File: src/rtl/stopwatch_pkg.sv
// Package: stopwatch_pkg
// Shared definitions for the stopwatch: the BCD digit type, the two digit
// range limits and a helper that maps a digit position to its maximum.
// Digit positions: 0 = tenths, 1 = seconds units, 2 = seconds tens,
// 3 and up = minutes.
package stopwatch_pkg;

    typedef logic [3:0] bcd_t;

    localparam bcd_t DIG_MAX_9 = 4'd9;
    localparam bcd_t DIG_MAX_5 = 4'd5;

    // Only the tens-of-seconds position is modulo 6; all others are decimal.
    function automatic bcd_t digit_max(input int idx);
        return (idx == 2) ? DIG_MAX_5 : DIG_MAX_9;
    endfunction

endpackage

File: src/rtl/bcd_digit_cell.sv
// Module: bcd_digit_cell
// One BCD digit of the time counter with range 0..MAX. Steps up or down when
// enabled and reports a carry (wrapping MAX->0 upward) or a borrow (wrapping
// 0->MAX downward) so cells can be chained into a multi-digit counter.
// Ports:
//   clk, rst    clock, asynchronous active-low reset
//   en          step this digit on the next edge
//   dir         0 = count up, 1 = count down
//   ld, ld_val  load a value, saturated to MAX
//   clr         synchronous clear to 0 (highest priority)
//   q           current digit value
//   carry_out   en, counting up and q at MAX
//   borrow_out  en, counting down and q at 0
module bcd_digit_cell
    import stopwatch_pkg::*;
#(
    parameter bcd_t MAX = DIG_MAX_9
) (
    input  logic clk,
    input  logic rst,
    input  logic en,
    input  logic dir,
    input  logic ld,
    input  bcd_t ld_val,
    input  logic clr,
    output bcd_t q,
    output logic carry_out,
    output logic borrow_out
);

    assign carry_out  = en && !dir && (q == MAX);
    assign borrow_out = en &&  dir && (q == '0);

    // NOTE: non-blocking assignment: every cell samples its enable from the
    // pre-edge digit values, so all digits update together on the tick edge.
    always_ff @(posedge clk or negedge rst) begin
        if (!rst) begin
            q <= '0;
        end else if (clr) begin
            q <= '0;
        end else if (ld) begin
            q <= (ld_val > MAX) ? MAX : ld_val;
        end else if (en) begin
            if (dir) q <= (q == '0) ? MAX : q - 4'd1;
            else     q <= (q == MAX) ? '0 : q + 4'd1;
        end
    end

endmodule

File: src/rtl/stopwatch_mux.sv
// Module: stopwatch_mux
// Stopwatch / countdown timer counting minutes:seconds.tenths in BCD, with a
// tick prescaler, start/stop, clear, preset load, lap freeze, countdown expiry,
// overflow saturation and a time-multiplexed digit output.
// Ports:
//   clk, rst    clock, asynchronous active-low reset
//   start       pulse: toggle run/stop
//   clear       pulse: digits to 0, stop, release lap, clear flags
//   load        pulse: copy preset into digits while stopped
//   lap         pulse: toggle display freeze
//   down        1 = countdown, sampled when a start is accepted
//   preset      BCD preset, tenths in [3:0]
//   out, sel    displayed digit and its binary position (0 = tenths)
//   running     counter active
//   done        countdown reached zero (sticky)
//   ovf         count-up hit maximum (sticky)
module stopwatch_mux
    import stopwatch_pkg::*;
#(
    parameter int TICK_DIV   = 1_000_000,
    parameter int SCAN_DIV   = 10_000,
    parameter int MIN_DIGITS = 1,
    parameter int SEL_W      = 3
) (
    input  logic                          clk,
    input  logic                          rst,
    input  logic                          start,
    input  logic                          clear,
    input  logic                          load,
    input  logic                          lap,
    input  logic                          down,
    input  logic [4*(3+MIN_DIGITS)-1:0]   preset,
    output logic [3:0]                    out,
    output logic [SEL_W-1:0]              sel,
    output logic                          running,
    output logic                          done,
    output logic                          ovf
);

    localparam int NDIG   = 3 + MIN_DIGITS;
    localparam int TICK_W = $clog2(TICK_DIV);
    localparam int SCAN_W = (SCAN_DIV > 1) ? $clog2(SCAN_DIV) : 1;

    bcd_t              digits [NDIG];
    bcd_t              snap   [NDIG];
    logic [NDIG:0]     chain;
    logic [TICK_W-1:0] tick_cnt;
    logic [SCAN_W-1:0] scan_cnt;
    logic [SEL_W-1:0]  idx;
    logic              mode_down;
    logic              lap_on;
    logic              at_max;
    logic              all_zero;
    logic              at_one;
    logic              wrap;
    logic              load_ok;
    logic              start_blocked;
    logic              step;
    logic              carry_unused;

    // Value classification used by start gating and terminal conditions.
    always_comb begin
        at_max   = 1'b1;
        all_zero = 1'b1;
        at_one   = (digits[0] == 4'd1);
        for (int i = 0; i < NDIG; i++) begin
            if (digits[i] != digit_max(i)) at_max   = 1'b0;
            if (digits[i] != '0)           all_zero = 1'b0;
            if (i > 0 && digits[i] != '0)  at_one   = 1'b0;
        end
    end

    assign wrap          = running && (tick_cnt == TICK_W'(TICK_DIV - 1));
    assign load_ok       = load && !clear && !running;
    assign start_blocked = down ? all_zero : at_max;
    // A tick steps the digits unless a command owns this edge or an up-count
    // is already saturated (digits hold, ovf is raised instead).
    assign step          = wrap && !clear && !start && !(!mode_down && at_max);

    // Control: run state, mode, sticky flags and tick prescaler.
    always_ff @(posedge clk or negedge rst) begin
        if (!rst) begin
            running   <= 1'b0;
            done      <= 1'b0;
            ovf       <= 1'b0;
            mode_down <= 1'b0;
            tick_cnt  <= '0;
        end else if (clear) begin
            running <= 1'b0;
            done    <= 1'b0;
            ovf     <= 1'b0;
        end else if (start && !load_ok) begin
            if (running) begin
                running <= 1'b0;
            end else if (!start_blocked) begin
                running   <= 1'b1;
                mode_down <= down;
                tick_cnt  <= '0;
                done      <= 1'b0;
                ovf       <= 1'b0;
            end
        end else if (running) begin
            if (wrap) begin
                tick_cnt <= '0;
                if (!mode_down && at_max) begin
                    ovf     <= 1'b1;
                    running <= 1'b0;
                end else if (mode_down && at_one) begin
                    done    <= 1'b1;
                    running <= 1'b0;
                end
            end else begin
                tick_cnt <= tick_cnt + 1'b1;
            end
        end
    end

    // Digit chain: each cell's carry/borrow enables the next position.
    assign chain[0] = step;

    for (genvar g = 0; g < NDIG; g++) begin : g_digit
        logic c_o;
        logic b_o;
        bcd_digit_cell #(.MAX(digit_max(g))) u_cell (
            .clk        (clk),
            .rst        (rst),
            .en         (chain[g]),
            .dir        (mode_down),
            .ld         (load_ok),
            .ld_val     (preset[4*g +: 4]),
            .clr        (clear),
            .q          (digits[g]),
            .carry_out  (c_o),
            .borrow_out (b_o)
        );
        assign chain[g+1] = c_o | b_o;
    end

    // Carry out of the top digit cannot occur: saturation suppresses it.
    assign carry_unused = chain[NDIG];

    // Lap freeze: first pulse captures the live digits, second releases.
    // NOTE: the snapshot is a handful of flops, not a RAM, so it is reset
    // along with everything else and the display is defined after reset.
    always_ff @(posedge clk or negedge rst) begin
        if (!rst) begin
            lap_on <= 1'b0;
            snap   <= '{default: '0};
        end else if (clear) begin
            lap_on <= 1'b0;
        end else if (lap) begin
            if (!lap_on) snap <= digits;
            lap_on <= !lap_on;
        end
    end

    // Scan prescaler and digit index.
    always_ff @(posedge clk or negedge rst) begin
        if (!rst) begin
            scan_cnt <= '0;
            idx      <= '0;
        end else if (scan_cnt == SCAN_W'(SCAN_DIV - 1)) begin
            scan_cnt <= '0;
            idx      <= (idx == SEL_W'(NDIG - 1)) ? '0 : idx + 1'b1;
        end else begin
            scan_cnt <= scan_cnt + 1'b1;
        end
    end

    // NOTE: out gets a default before the loop so no latch is inferred for
    // index values that select no digit.
    always_comb begin
        out = '0;
        for (int i = 0; i < NDIG; i++) begin
            if (idx == SEL_W'(i)) out = lap_on ? snap[i] : digits[i];
        end
    end

    assign sel = idx;

endmodule

File: config.mk
export PLATFORM = sky130hd
export DESIGN_NAME = stopwatch_mux
export DESIGN_NICKNAME = d
export VERILOG_FILES = /design/src/rtl/stopwatch_pkg.sv /design/src/rtl/bcd_digit_cell.sv /design/src/rtl/stopwatch_mux.sv
export SDC_FILE = /design/constraint.sdc
export NUM_CORES = 1
export LEC_CHECK = 0
export CELL_PAD_IN_SITES_DETAIL_PLACEMENT = 0
export CELL_PAD_IN_SITES_GLOBAL_PLACEMENT = 1
export CORE_UTILIZATION = 56
export CTS_BUF_LIST = sky130_fd_sc_hd__clkbuf_2
export CTS_CLUSTER_SIZE = 30
export DETAILED_ROUTE_END_ITERATION = 16
export DONT_BUFFER_PORTS = 1
export PLACE_DENSITY = 0.91
export SETUP_SLACK_MARGIN = 0.1
export SYNTH_ARGS = -nofsm -noshare
export SYNTH_HDL_FRONTEND = slang
export SYNTH_SLANG_ARGS = --single-unit
File: constraint.sdc
create_clock -name clk -period 5.13 [get_ports clk]
set_input_delay 0.2565 -clock clk [delete_from_list [all_inputs] [get_ports clk]]
set_output_delay 0.2565 -clock clk [all_outputs]
set_load 0.02 [all_outputs]
# Word level (Yosys, flattened, before mapping)
# Cells that the tools add are included.
# word_totals
in_bits,23
ff_bits,74
mem_bits_ro,0
out_inout_bits,10
mem_count,0
latch_bits,0
elab_cells,187
mem_bits_rw,0
# classes
n_shift,0
n_mux,78
multipliers,0
bitwise,7
n_eq_ne,19
order_cmp,4
n_div,0
n_reduce_logical,52
addsub,11
# ops
operator,count
4-bit 2-to-1 mux,36
20-bit 2-to-1 mux,5
1-bit 2-to-1 mux,35
3-bit nonzero test,8
1-bit logical AND,21
20-bit by 1-bit adder with 20-bit output (second input constant),1
20-bit == test (second input constant),1
4-bit by 1-bit adder with 4-bit output (second input constant),4
4-bit logical NOT,4
4-bit nonzero test,4
4-bit by 1-bit subtractor with 4-bit output (second input constant),4
14-bit by 1-bit adder with 14-bit output (second input constant),1
14-bit == test (second input constant),1
14-bit 2-to-1 mux,1
4-bit == test (second input constant),3
4-bit greater-than comparator (second input constant),3
4-bit inequality test (second input constant),3
4-bit AND reduction,2
1-bit logical NOT,7
3-bit by 2-bit == test with 1-bit output (second input constant),2
3-bit inequality test (second input constant),2
6-bit AND reduction,1
5-bit AND reduction,1
4-bit by 1-bit == test with 1-bit output (second input constant),1
other kinds (13),20

# Logic depth before layout (Yosys ltp)
# Gate-level depths: netlist of the first run.
# depth
word_depth,20
ltp_mapped,10
ltp_nobuf,7

# Modules after synthesis
# Synthesis of the first run repeated with hierarchy kept, for this count alone.
# unflattened
cells_unflattened,534
hier_area_um2,4908.5
# by_module_without_submodules
module,seq_area_each_um2,cells_each,area_each_um2,n_inst
stopwatch_mux,1451.4,314,3204.3,1
bcd_digit_cell (g_digit[0].u_cell ...),100.1,55,422.9,3
bcd_digit_cell (g_digit[2].u_cell),100.1,55,435.4,1

# Least setup slack after synthesis of the first run
# Ideal clock, no wire load.
# synth_path
kind,register to register
start,register g_digit[3].u_cell.q[0]
end,register mode_down
period_less_slack_ps,2387
path_slack_ps,2743
n_path_buf,3
setup_ps,125
required_ps,5005
path_stages_with_launch,10
arrival_ps,2263
path_cell_list,dfrtp_1 > clkbuf_1 > inv_1 > ha_1 > or4b_1 > nand4bb_1 > nand3_1 > buf_4 > buf_6 > mux2_2
# synth_between
elab_chain_len,5
elab_cells_between_ends,7
classes_between,eq/ne: 1; mux: 3; bitwise: 1; reduce/logical: 2
# synth_rtl
item,line_no,rtl
from (decl),bcd_digit_cell.sv:26,"output bcd_t q,"
from (signal assigned),bcd_digit_cell.sv:42,q <= (ld_val > MAX) ? MAX : ld_val;
from (signal assigned),bcd_digit_cell.sv:44,if (dir) q <= (q == '0) ? MAX : q - 4'd1;
from (signal assigned),bcd_digit_cell.sv:45,else q <= (q == MAX) ? '0 : q + 4'd1;
4-bit inequality test / 4-bit nonzero test (equally long branches),"stopwatch_mux.sv:67, stopwatch_mux.sv:68",
1-bit 2-to-1 mux (on tied branches),"stopwatch_mux.sv:67, stopwatch_mux.sv:68",
1-bit 2-to-1 mux (*),stopwatch_mux.sv:75,assign start_blocked = down ? all_zero : at_max;
1-bit NOT (no line) (*),--,
4-bit AND reduction (no line) (*),--,
to (signal assigned),stopwatch_mux.sv:97,mode_down <= down;
to (decl),stopwatch_mux.sv:50,logic mode_down;
# Every way passes the cells marked *; elsewhere a longest branch is shown, timed or not.
# A chain may end at the register's enable or synchronous reset.

# Final worst setup path of the first run
# layout_path
start,register g_digit[3].u_cell.q[1]
end,register g_digit[0].u_cell.q[2]
# layout_between
elab_chain_len,6
# layout_rtl
item,line_no,rtl
4-bit inequality test,stopwatch_mux.sv:67,if (digits[i] != digit_max(i)) at_max = 1'b0;
1-bit 2-to-1 mux,stopwatch_mux.sv:67,
1-bit logical AND,stopwatch_mux.sv:78,assign step = wrap && !clear && !start && !(!mode_down && at_max);
1-bit logical NOT,stopwatch_mux.sv:78,
1-bit logical AND,stopwatch_mux.sv:78,
3-bit nonzero test (no line),--,
to (signal assigned),bcd_digit_cell.sv:42,
to (signal assigned),bcd_digit_cell.sv:44,
to (signal assigned),bcd_digit_cell.sv:45,
to (decl),bcd_digit_cell.sv:26,
# No other way between the ends.

==> results, run 1 <==
- The total routing usage reported by global routing is approximately 28%.
- The worst setup path is of the reg -> reg kind.
- The clock passes through at most 2 buffers.
- The synthesized netlist devotes under 10% of its cell area to adder and majority cells.
- In this run the tightest slew margin relative to its limit is 34.73%.
- The combined area of all synthesized cells is ~5200 µm².
- Each instance of the synthesized netlist takes up on average roughly 9.3 µm².
- The kind of end point of the critical path is a flip-flop.
- After detailed placement, the design holds a cell count of 642.
- The portion of the clock cycle consumed by the worst path in the final layout is between 50% and 60%.
- The worst setup slack before clock tree synthesis is ~2300 ps.
- At the worst endpoint, the required time is roughly 5600 ps.
- In this run the core area contains 34 standard-cell rows.
- The clock transition time at the flip-flop clock pins of the worst setup and hold paths is 210 ps.
- The clock sink count is 74.
- Routability-driven placement finished with a final weighted congestion of 0.8429.
- Dividing the detail-routed wire length by the instance count gives ~19 µm.
- The power per standard cell area is roughly 300 nW/µm².
- The post-DP HPWL is around 8600 µm.
- The accumulated negative setup slack is 0 ps.
- Of the synthesized area, sequential elements account for about 36%.
- After global routing the overflow that remains totals 0.
- In this run the worst hold path is classified as in -> reg.
- The pin count of the biggest net entering global routing is 75.
- Summing the areas of all xor and xnor instances in the mapped netlist gives under 10% of the synthesized area.
- The number of global-route vias before repair is around 4300.
- The initial antenna violation count is 0.
- The final hold violation count came to 0.
- For this run, asynchronously set or reset flops after synthesis account for 100.0%.
- The run finished, with violations left.
- 0 antenna diodes ended up in the layout.
- The width of the die is between 90 and 100 µm.
- The simple logic cell fraction of the synthesized area is 23.08%.
- Cells with a size suffix above 1 make up between 10% and 20% of the layout.
- On the worst path, the slowest cell contributes a delay of between 500 and 600 ps.
- The worst setup path is launched from a flip-flop.
- The storage element area is 1852 µm².
- The later pin in the worst-skew pair is clocked with a latency of around 530 ps.
- The clock tree synthesis step divided the H-tree into 3 levels.
- The minimum setup slack in the final design is about 2000 ps.
- The routed design could run at a clock period as short as 3069 ps.
- The slowest stage of the critical path belongs to the cell dlygate4sd3_1.
- The final reports fail on design-rule violations.
- The number of distinct library cells after synthesis is 75.
- The number of storage elements in the synthesis netlist is 74.
- Setup repair after global routing left no endpoint under its margin.
- The net count of the mapped netlist is 606.
- The Yosys step of the flow raised 0 warnings.
- The number of iterations in the first detailed-routing pass is 11.
- For the worst setup path, the data arrival time is between 3000 and 4000 ps.
- For this design the top-level I/O count stands at 33.
- The total CTS buffers is 9.
- The leakage component of the power is approximately 2.2 nW.
- In this run the worst path has a maximum fanout of 9.
- Static timing analysis puts the maximum clock frequency at 0.3258 GHz.
- Measured along the y axis, the die boundary spans between 90 and 100 µm.
- The number of max-slew violations in the final report is 0.
- The worst-case IR drop observed on VDD is 0.0001237 V.
- Synthesis produced a netlist whose cell count is 563.
- After clock tree synthesis, the setup repair step added 0 buffers.
- Among all flip-flop cells after synthesis, the most frequent one is dfrtp_1.
- By area, the combinational part of the netlist is dominated by simple AND/OR/NAND/NOR gates.
- The routed via count is between 4000 and 5000.
- The worst-margin pin slew is roughly 1000 ps.
- The number of maximum-capacitance violations is 0.
- The count of buffers added on input and output ports is 0.
- Summing all placed instances gives a cell area of 5221 µm².
- In this run, the number of DRC markers left after iteration 0 of detailed routing was about 210.
- The area growth from synthesis to layout is 5.494%.
- Between clock sinks in the finished design, the worst skew comes to between 10 and 15 ps.
- The area of the core is ~8800 µm².
- The floorplan step defined a die boundary enclosing just under 10000 µm².
- The remaining antenna violation count after routing is 0.
- Traced cell by cell, the critical path runs through inv_1, ha_1, nand3b_1, nor4_1, a2111o_1, mux2_2, a22o_1, dlygate4sd3_1.
- The final instance area is approximately 5500 µm².
- The synthesized netlist devotes between 10% and 20% of its cell area to compound gates.
- The number of remaining DRC errors is 3.
- The mux share of post-synthesis cell area is 12.16%.
- The number of standard cells in the layout, taps in and fillers out is slightly below 700.
- The first-pass GRT wire length is 21480 µm.
- TritonCTS built the clock tree.
- The filler cell count in the final layout is 772.
- The net count of the finished layout is 605.
- The via density per instance is roughly 6.5.
- Clock tree synthesis selected as its root buffer the cell clkbuf_2.
- The total wire length after detailed routing is around 12000 µm.
- The synthesized design contains 0 enable-type register cells.
- Summing all multi-input logic gate instances after layout gives 3110 µm².
- The count of endpoints failing setup in the final report is 0.
- Once the floorplan was initialized, standard cells occupied 58.94% of the core.
## critical path: cells and delay by family (launching register included)
kind            cells  cell delay [ps]
simple gates        2              500
mux                 1              380
buf+inv             2              700
fa+ha+maj           1              310
flops               1              520
compound gates      2              580
## power breakdown
group	switching, W	internal, W	leakage [nW]	total, W
clock network	0.000219	0.0000664	0.0583	0.000286
registers	0.000126	0.000664	0.985	0.000790
logic	0.000306	0.000270	1.19	0.000576
## registers in the layout (all words and copies together), names as in the netlist
signal / cells
ovf: 1
done: 1
lap_on: 1
mode_down: 1
g_digit.u_cell.q: 16
sel: 3
scan_cnt: 14
snap: 16
running: 1
tick_cnt: 20
## cell usage after synthesis (all sizes together), types with 7 or more instances
cell type   n  area share [%]
nand3b     25             3.6
nand2b      7            0.84
o21ai      23             2.2
a21oi      36             3.6
xor2        8             1.3
mux2i      33             6.3
nor2       31             2.2
dfrtp      74              36
ha         20             4.8
mux2       25             5.4
inv        22             1.6
nand2      26             1.9
buf        15             1.9
clkbuf     19             1.4
nand3      40             4.1
nor3       15             1.4
o22ai      13             1.6
nor2b       8            0.96
and3        7            0.84
a211o       7             1.2
nand4       9             1.1
xnor2       7             1.2
## layout by cell type (no fill, tap or decap), types with 4 or more instances in the layout
| master | n |
|---|---|
| o21ai_0 | 23 |
| a211o_1 | 6 |
| o22ai_1 | 13 |
| xnor2_1 | 7 |
| buf_4 | 5 |
| mux2i_1 | 33 |
| nand2b_1 | 7 |
| a31oi_1 | 6 |
| inv_1 | 22 |
| nand4_1 | 9 |
| nand3b_1 | 25 |
| and2_1 | 5 |
| a21oi_1 | 34 |
| dfrtp_1 | 74 |
| dlygate4sd3_1 | 16 |
| nor2b_1 | 8 |
| nor4b_1 | 4 |
| a2111oi_0 | 4 |
| xor2_1 | 8 |
| mux2_2 | 24 |
| a311oi_1 | 5 |
| nor2_1 | 31 |
| nand2_1 | 25 |
| clkbuf_2 | 10 |
| and3_1 | 7 |
| nor3_1 | 15 |
| nand3_1 | 39 |
| a211oi_1 | 6 |
| ha_1 | 20 |
## cell type report
| cell class | count | area share [%] |
|---|---|---|
| multi-input combinational | 432 | 56.54 |
| clock buffer | 10 | 0.9097 |
| timing repair buffer | 22 | 4.094 |
| tap | 108 | 2.456 |
| inverter | 23 | 1.569 |
| clock inverter | 6 | 0.7733 |
| sequential | 74 | 33.66 |
## what timing repair did
action	in CTS	in global routing
hold endpoints to repair	94	1
resized for setup	0	0
hold buffers	16	1
## logic make-up (layout without fill, tap and decap cells)
| logic type | Yosys count | after routing |
|---|---|---|
| and+or+nand+nor | 206 | 206 |
| adders and majority gates | 20 | 20 |
| AOI/OAI and AO/OA | 132 | 132 |
| DFF | 74 | 74 |
| muxes | 59 | 59 |
| buffers and inverters | 57 | 61 |
| xor gates and xnor gates | 15 | 15 |
## stage by stage
step / utilization [%] / hold WS (ps) / power, W
finish: 62.17 / 25.80 / 0.001651
global route: 62.17 / 12.71 / 0.001757
CTS: 62.06 / 13.14 / 0.001653
detailed placement: 59.01 / -36.96 / 0.001331
global placement: 59.01 / -37.36 / 0.001312
floorplan: - / -39.09 / 0.001210
## metal layers
metal / vias to the layer above / global-route usage [%] / wire (µm)
met5: - / 0 / 0
met4: 0 / 11.02 / 286
met3: 27 / 3.759 / 601
met2: 112 / 46.75 / 6092
met1: 2140 / 36.08 / 5519
li1: 2104 / - / -
## worst paths after layout
kind | cells after the start | to | start | slack (ps)
max in group asynchronous | 2 | tick_cnt[19] | rst | 4560
max | 8 | g_digit[0].u_cell.q[2] | g_digit[3].u_cell.q[1] | 2060
min | 3 | g_digit[0].u_cell.q[0] | preset[0] | 30
min reg2reg | 1 | scan_cnt[0] | scan_cnt[0] | 500
min in group asynchronous | 2 | g_digit[1].u_cell.q[1] | rst | 280
max reg2reg | 8 | g_digit[0].u_cell.q[2] | g_digit[3].u_cell.q[1] | 2060
No activity file was read; power rests on OpenSTA's default activity.
==> run 2: changes to the inputs <==
- ABC_AREA: not set -> 1
- CORE_UTILIZATION: 56 -> 44
- PLACE_DENSITY: 0.91 -> 0.81
- clock period: 5.13 -> 2.75 ns (I/O delays scaled with it)
==> run 2 against run 1 <==
The flow now finishes without violations. Critical path depth shrank 1. Worst hold slack better by 74 ps. Area after synthesis fell by 0.22%. Cell count increased by 34%. Synthesized cell count is 29% higher. Register-to-register slack lost 1800 ps. Routed wire length up 9.8%. Non-clock buffer count increased by 19. Power is 110% higher. Worst setup slack worse by 1800 ps. Largest cell class unchanged. Largest power group unchanged.
==> results, run 2 <==
- The kind of end point of the critical path is a flip-flop (unchanged).
- The maximum frequency from static timing analysis is 0.4059 GHz (was 0.3258 GHz).
- The filler cell count in the final layout is 1148 (was 772).
- The pin count of the biggest net entering global routing is 75 (unchanged).
- The worst-margin pin slew is 680.1 ps (was 979.0 ps).
- The share of synthesized cell area in full adder, half adder and majority cells is 4.809% (was 4.798%).
- The required time of the critical path was 3220 ps (was 5570 ps).
- The total routing usage reported by global routing came to 23.18% (was 27.67%).
- The storage element area is 1853 µm² (was 1852 µm²).
- The area of the core is 11470 µm² (was 8848 µm²).
- The routed via count is 4915 (was 4383).
- The remaining antenna violation count after routing is 0 (unchanged).
- The simple logic cell fraction of the synthesized area was 33.83% (was 23.08%).
- The clock sink count was 74 (unchanged).
- The combined area of all synthesized cells is 5204 µm² (was 5215 µm²).
- The total wire length after detailed routing was 13720 µm (was 12500 µm).
- The async set-or-reset flop fraction in the synthesized netlist came to 100.0% (unchanged).
- The leading cell type in the layout, fill and taps excluded is nand2_1 (was dfrtp_1).
- Largest regs: tick_cnt: 20 flops, g_digit.u_cell.q: 16 flops, snap: 16 flops (unchanged).
- The net count of the finished layout came to 801 (was 605).
- The number of distinct library cells after synthesis is 43 (was 75).
- The count of port buffers added during placement is 0 (unchanged).
- The accumulated negative setup slack came to 0 ps (unchanged).
- The number of remaining DRC errors is 0 (was 3).
- The number of setup buffers added after CTS was 0 (unchanged).
- RSZ-0062 raised after global routing: false (unchanged).
- The number of max-slew violations in the final report came to 0 (unchanged).
- The mux share of post-synthesis cell area is 0% (was 12.16%).
- Top area cells in the synthesized netlist: dfrtp_1 (36%), nand2_1 (13%), nand3_1 (6.4%) (was dfrtp_1 (36%), mux2i_1 (6.3%), mux2_2 (5.2%)).
- The clock transition time at the flip-flop clock pins of the worst setup and hold paths came to 220 ps (was 210 ps).
- The portion of the clock cycle consumed by the worst path in the final layout was 89.59% (was 59.83%).
- The final standard cell utilization of the core came to 50.55% (was 62.17%).
- The via density per instance came to 5.431 (was 6.493).
- The cell chosen for the clock root is clkbuf_2 (unchanged).
- Commonest cells after routing, fill and taps aside: nand2_1 (175), dfrtp_1 (73), nand3_1 (67) (was dfrtp_1 (74), nand3_1 (39), a21oi_1 (34)).
- The area added between synthesis and finish came to 11.40% (was 5.494%).
- The floorplan die area is 12270 µm² (was 9702 µm²).
- The count of endpoints failing setup in the final report is 0 (unchanged).
- The buffer levels on the longest clock path is 2 (unchanged).
- The category of the worst setup path launch point is a flip-flop (unchanged).
- The post-synthesis instance total was 727 (was 563).
- The sum of overflow across all layers after global routing is 0 (unchanged).
- The number of iterations in the first detailed-routing pass is 5 (was 11).
- The clock tree from TritonCTS is yes (unchanged).
- The final hold violation count is 0 (unchanged).
- The first-pass GRT wire length is 23090 µm (was 21480 µm).
- The net count of the mapped netlist came to 770 (was 606).
- The number of maximum-capacitance violations is 0 (unchanged).
- The register containing the most flip-flops in the final layout is tick_cnt (unchanged).
- The initial antenna violation count came to 0 (unchanged).
- The peak fanout along the critical path is 10 (was 9).
- The final clock skew is 40.30 ps (was 10.66 ps).
- The proportion of synthesized chip area in sequential cells came to 35.59% (was 35.51%).
- The clock insertion delay at the later pin of the skew report came to 570 ps (was 530 ps).
- The multi-input logic area was 2948 µm² (was 3110 µm²).
- The mean instance size in the synthesized netlist was 7.158 µm² (was 9.263 µm²).
- The number of flops mapped to enable cells by yosys is 0 (unchanged).
- Post-synth top cells: nand2_1 (175), dfrtp_1 (74), nand3_1 (67), nor2_1 (67), inv_1 (63) (was dfrtp_1 (74), nand3_1 (39), a21oi_1 (34)).
- The worst path arrival time was 2930 ps (was 3510 ps).
- The predominant post-synthesis flop cell is dfrtp_1 (unchanged).
- The xor-xnor portion of the synthesized cell area was 4.039% (was 2.519%).
- The dominant combinational cell family by area after synthesis is simple AND/OR/NAND/NOR gates (unchanged).
- The critical path start-end classification is reg -> reg (unchanged).
- The power per standard cell area is 610.5 nW/µm² (was 300.1 nW/µm²).
- The proportion of layout cells with a drive suffix above 1 came to 9.318% (was 11.46%).
- The width of the die is 110.8 µm (was 98.50 µm).
- The post-route minimum period was 2464 ps (was 3069 ps).
- The total CTS buffers is 9 (unchanged).
- The flip-flop count of the largest register after layout was 20 (unchanged).
- The peak supply drop was 0.0003672 V (was 0.0001237 V).
- The initial detailed-routing violation count is 292 (was 211).
- The normalized max-slew margin was 54.66% (was 34.73%).
- The share of Yosys cell area claimed by the top area cell type is 35.59% (was 35.51%).
- Status: finished clean (was complete, but fails checks).
- The post-DP HPWL is 9793 µm (was 8569 µm).
- The leakage component of the power is 2.664 nW (was 2.237 nW).
- The number of global-route vias before repair is 4716 (was 4274).
- The weighted congestion at the end of routability-driven global placement is 0.9080 (was 0.8429).
- The most common cell in the synthesized netlist was nand2_1 (was dfrtp_1).
- The count of synthesis-stage warnings from yosys came to 0 (unchanged).
- The number of top-level pins is 33 (unchanged).
- The count of standard-cell rows is 39 (was 34).
- The cell type with the largest total area after synthesis is dfrtp_1 (unchanged).
- The number of storage elements in the synthesis netlist is 74 (unchanged).
- The worst hold path class is in -> async (was in -> reg).
- The area fraction in compound gates after synthesis is 13.87% (was 16.99%).
- The initial core utilization was 45.38% (was 58.94%).
- The deepest level of the CTS H-tree is 3 (unchanged).
- The vertical extent of the die is 110.8 µm (was 98.50 µm).
- The count of inserted antenna diode cells is 0 (unchanged).
- The routed wirelength normalized by instance count is 15.16 µm (was 18.52 µm).
[run 2: stage by stage]
stage | setup WS (ps) | hold WS, ps | cell area (µm²) | power (W) | cells
finish | 286.4 | 99.75 | 5797 | 0.003539 | 905
global route | 139.7 | 65.13 | 5797 | 0.003834 | 905
CTS | 151.6 | 77.96 | 5791 | 0.003542 | 905
detailed placement | 496.0 | -156.4 | 5308 | 0.002799 | 854
global placement | 580.8 | -156.2 | 5308 | 0.002764 | 854
floorplan | 934.3 | -158.1 | 5204 | 0.002490 | 727
[run 2: kinds of logic (layout without fill, tap and decap cells)]
logic type               after synthesis  count (layout)
adder cells (fa/ha/maj)               20              20
XOR/XNOR                              24              24
AO/OA/AOI/OAI                        128             128
flip-flops                            74              74
buffers and inverters                100             135
AND/OR/NAND/NOR                      381             381
[run 2: path summary, 6_finish.rpt]
path                              from                endpoint  slack, ps  cells after the start
min                                rst                snap[11]        100                      2
max in group asynchronous          rst                    done       2320                      2
max reg2reg                tick_cnt[0]  g_digit[0].u_cell.q[2]        290                      7
max                        tick_cnt[0]  g_digit[0].u_cell.q[2]        290                      7
min reg2reg                scan_cnt[0]             scan_cnt[0]        490                      1
min in group clk                 clear                  lap_on        240                      4
[run 2: final cells by class]
| class | count | share of cell area, % |
|---|---|---|
| well taps | 143 | 3.087 |
| inverters | 79 | 5.115 |
| repair buffers | 41 | 7.166 |
| clock buffers | 10 | 0.8634 |
| clock inverters | 5 | 0.9497 |
| flip-flops and latches | 74 | 31.97 |
| multi-input cells | 553 | 50.85 |
[run 2: layer usage]
metal,wire length [µm],share of wire (%),GRT usage [%]
met3,743,5.4,5.085
met1,6604,48,32.23
met2,6235,45,36.40
met4,135,0.98,6.133
met5,0,0,0
[run 2: power breakdown]
group,switching (W),total [W],leakage [nW],internal (W)
Clock,0.000407,0.000614,0.0658,0.000207
Combinational,0.000886,0.00141,1.62,0.000526
Sequential,0.000236,0.00151,0.983,0.00128
[run 2: critical path, cell delays in order (launching register included)]
cell and delay (ps):
dfrtp_1 580, ha_1 320, nand3_2 160, nor2_2 180, nand4_2 170, o21ai_2 290, o211ai_1 110, dlygate4sd3_1 560
[run 2: what timing repair did]
action                                  CTS  global route
hold buffers                             36             0
endpoints found under the hold margin   125             0
gates resized for setup                   0             3
endpoints found under the setup margin    0             4
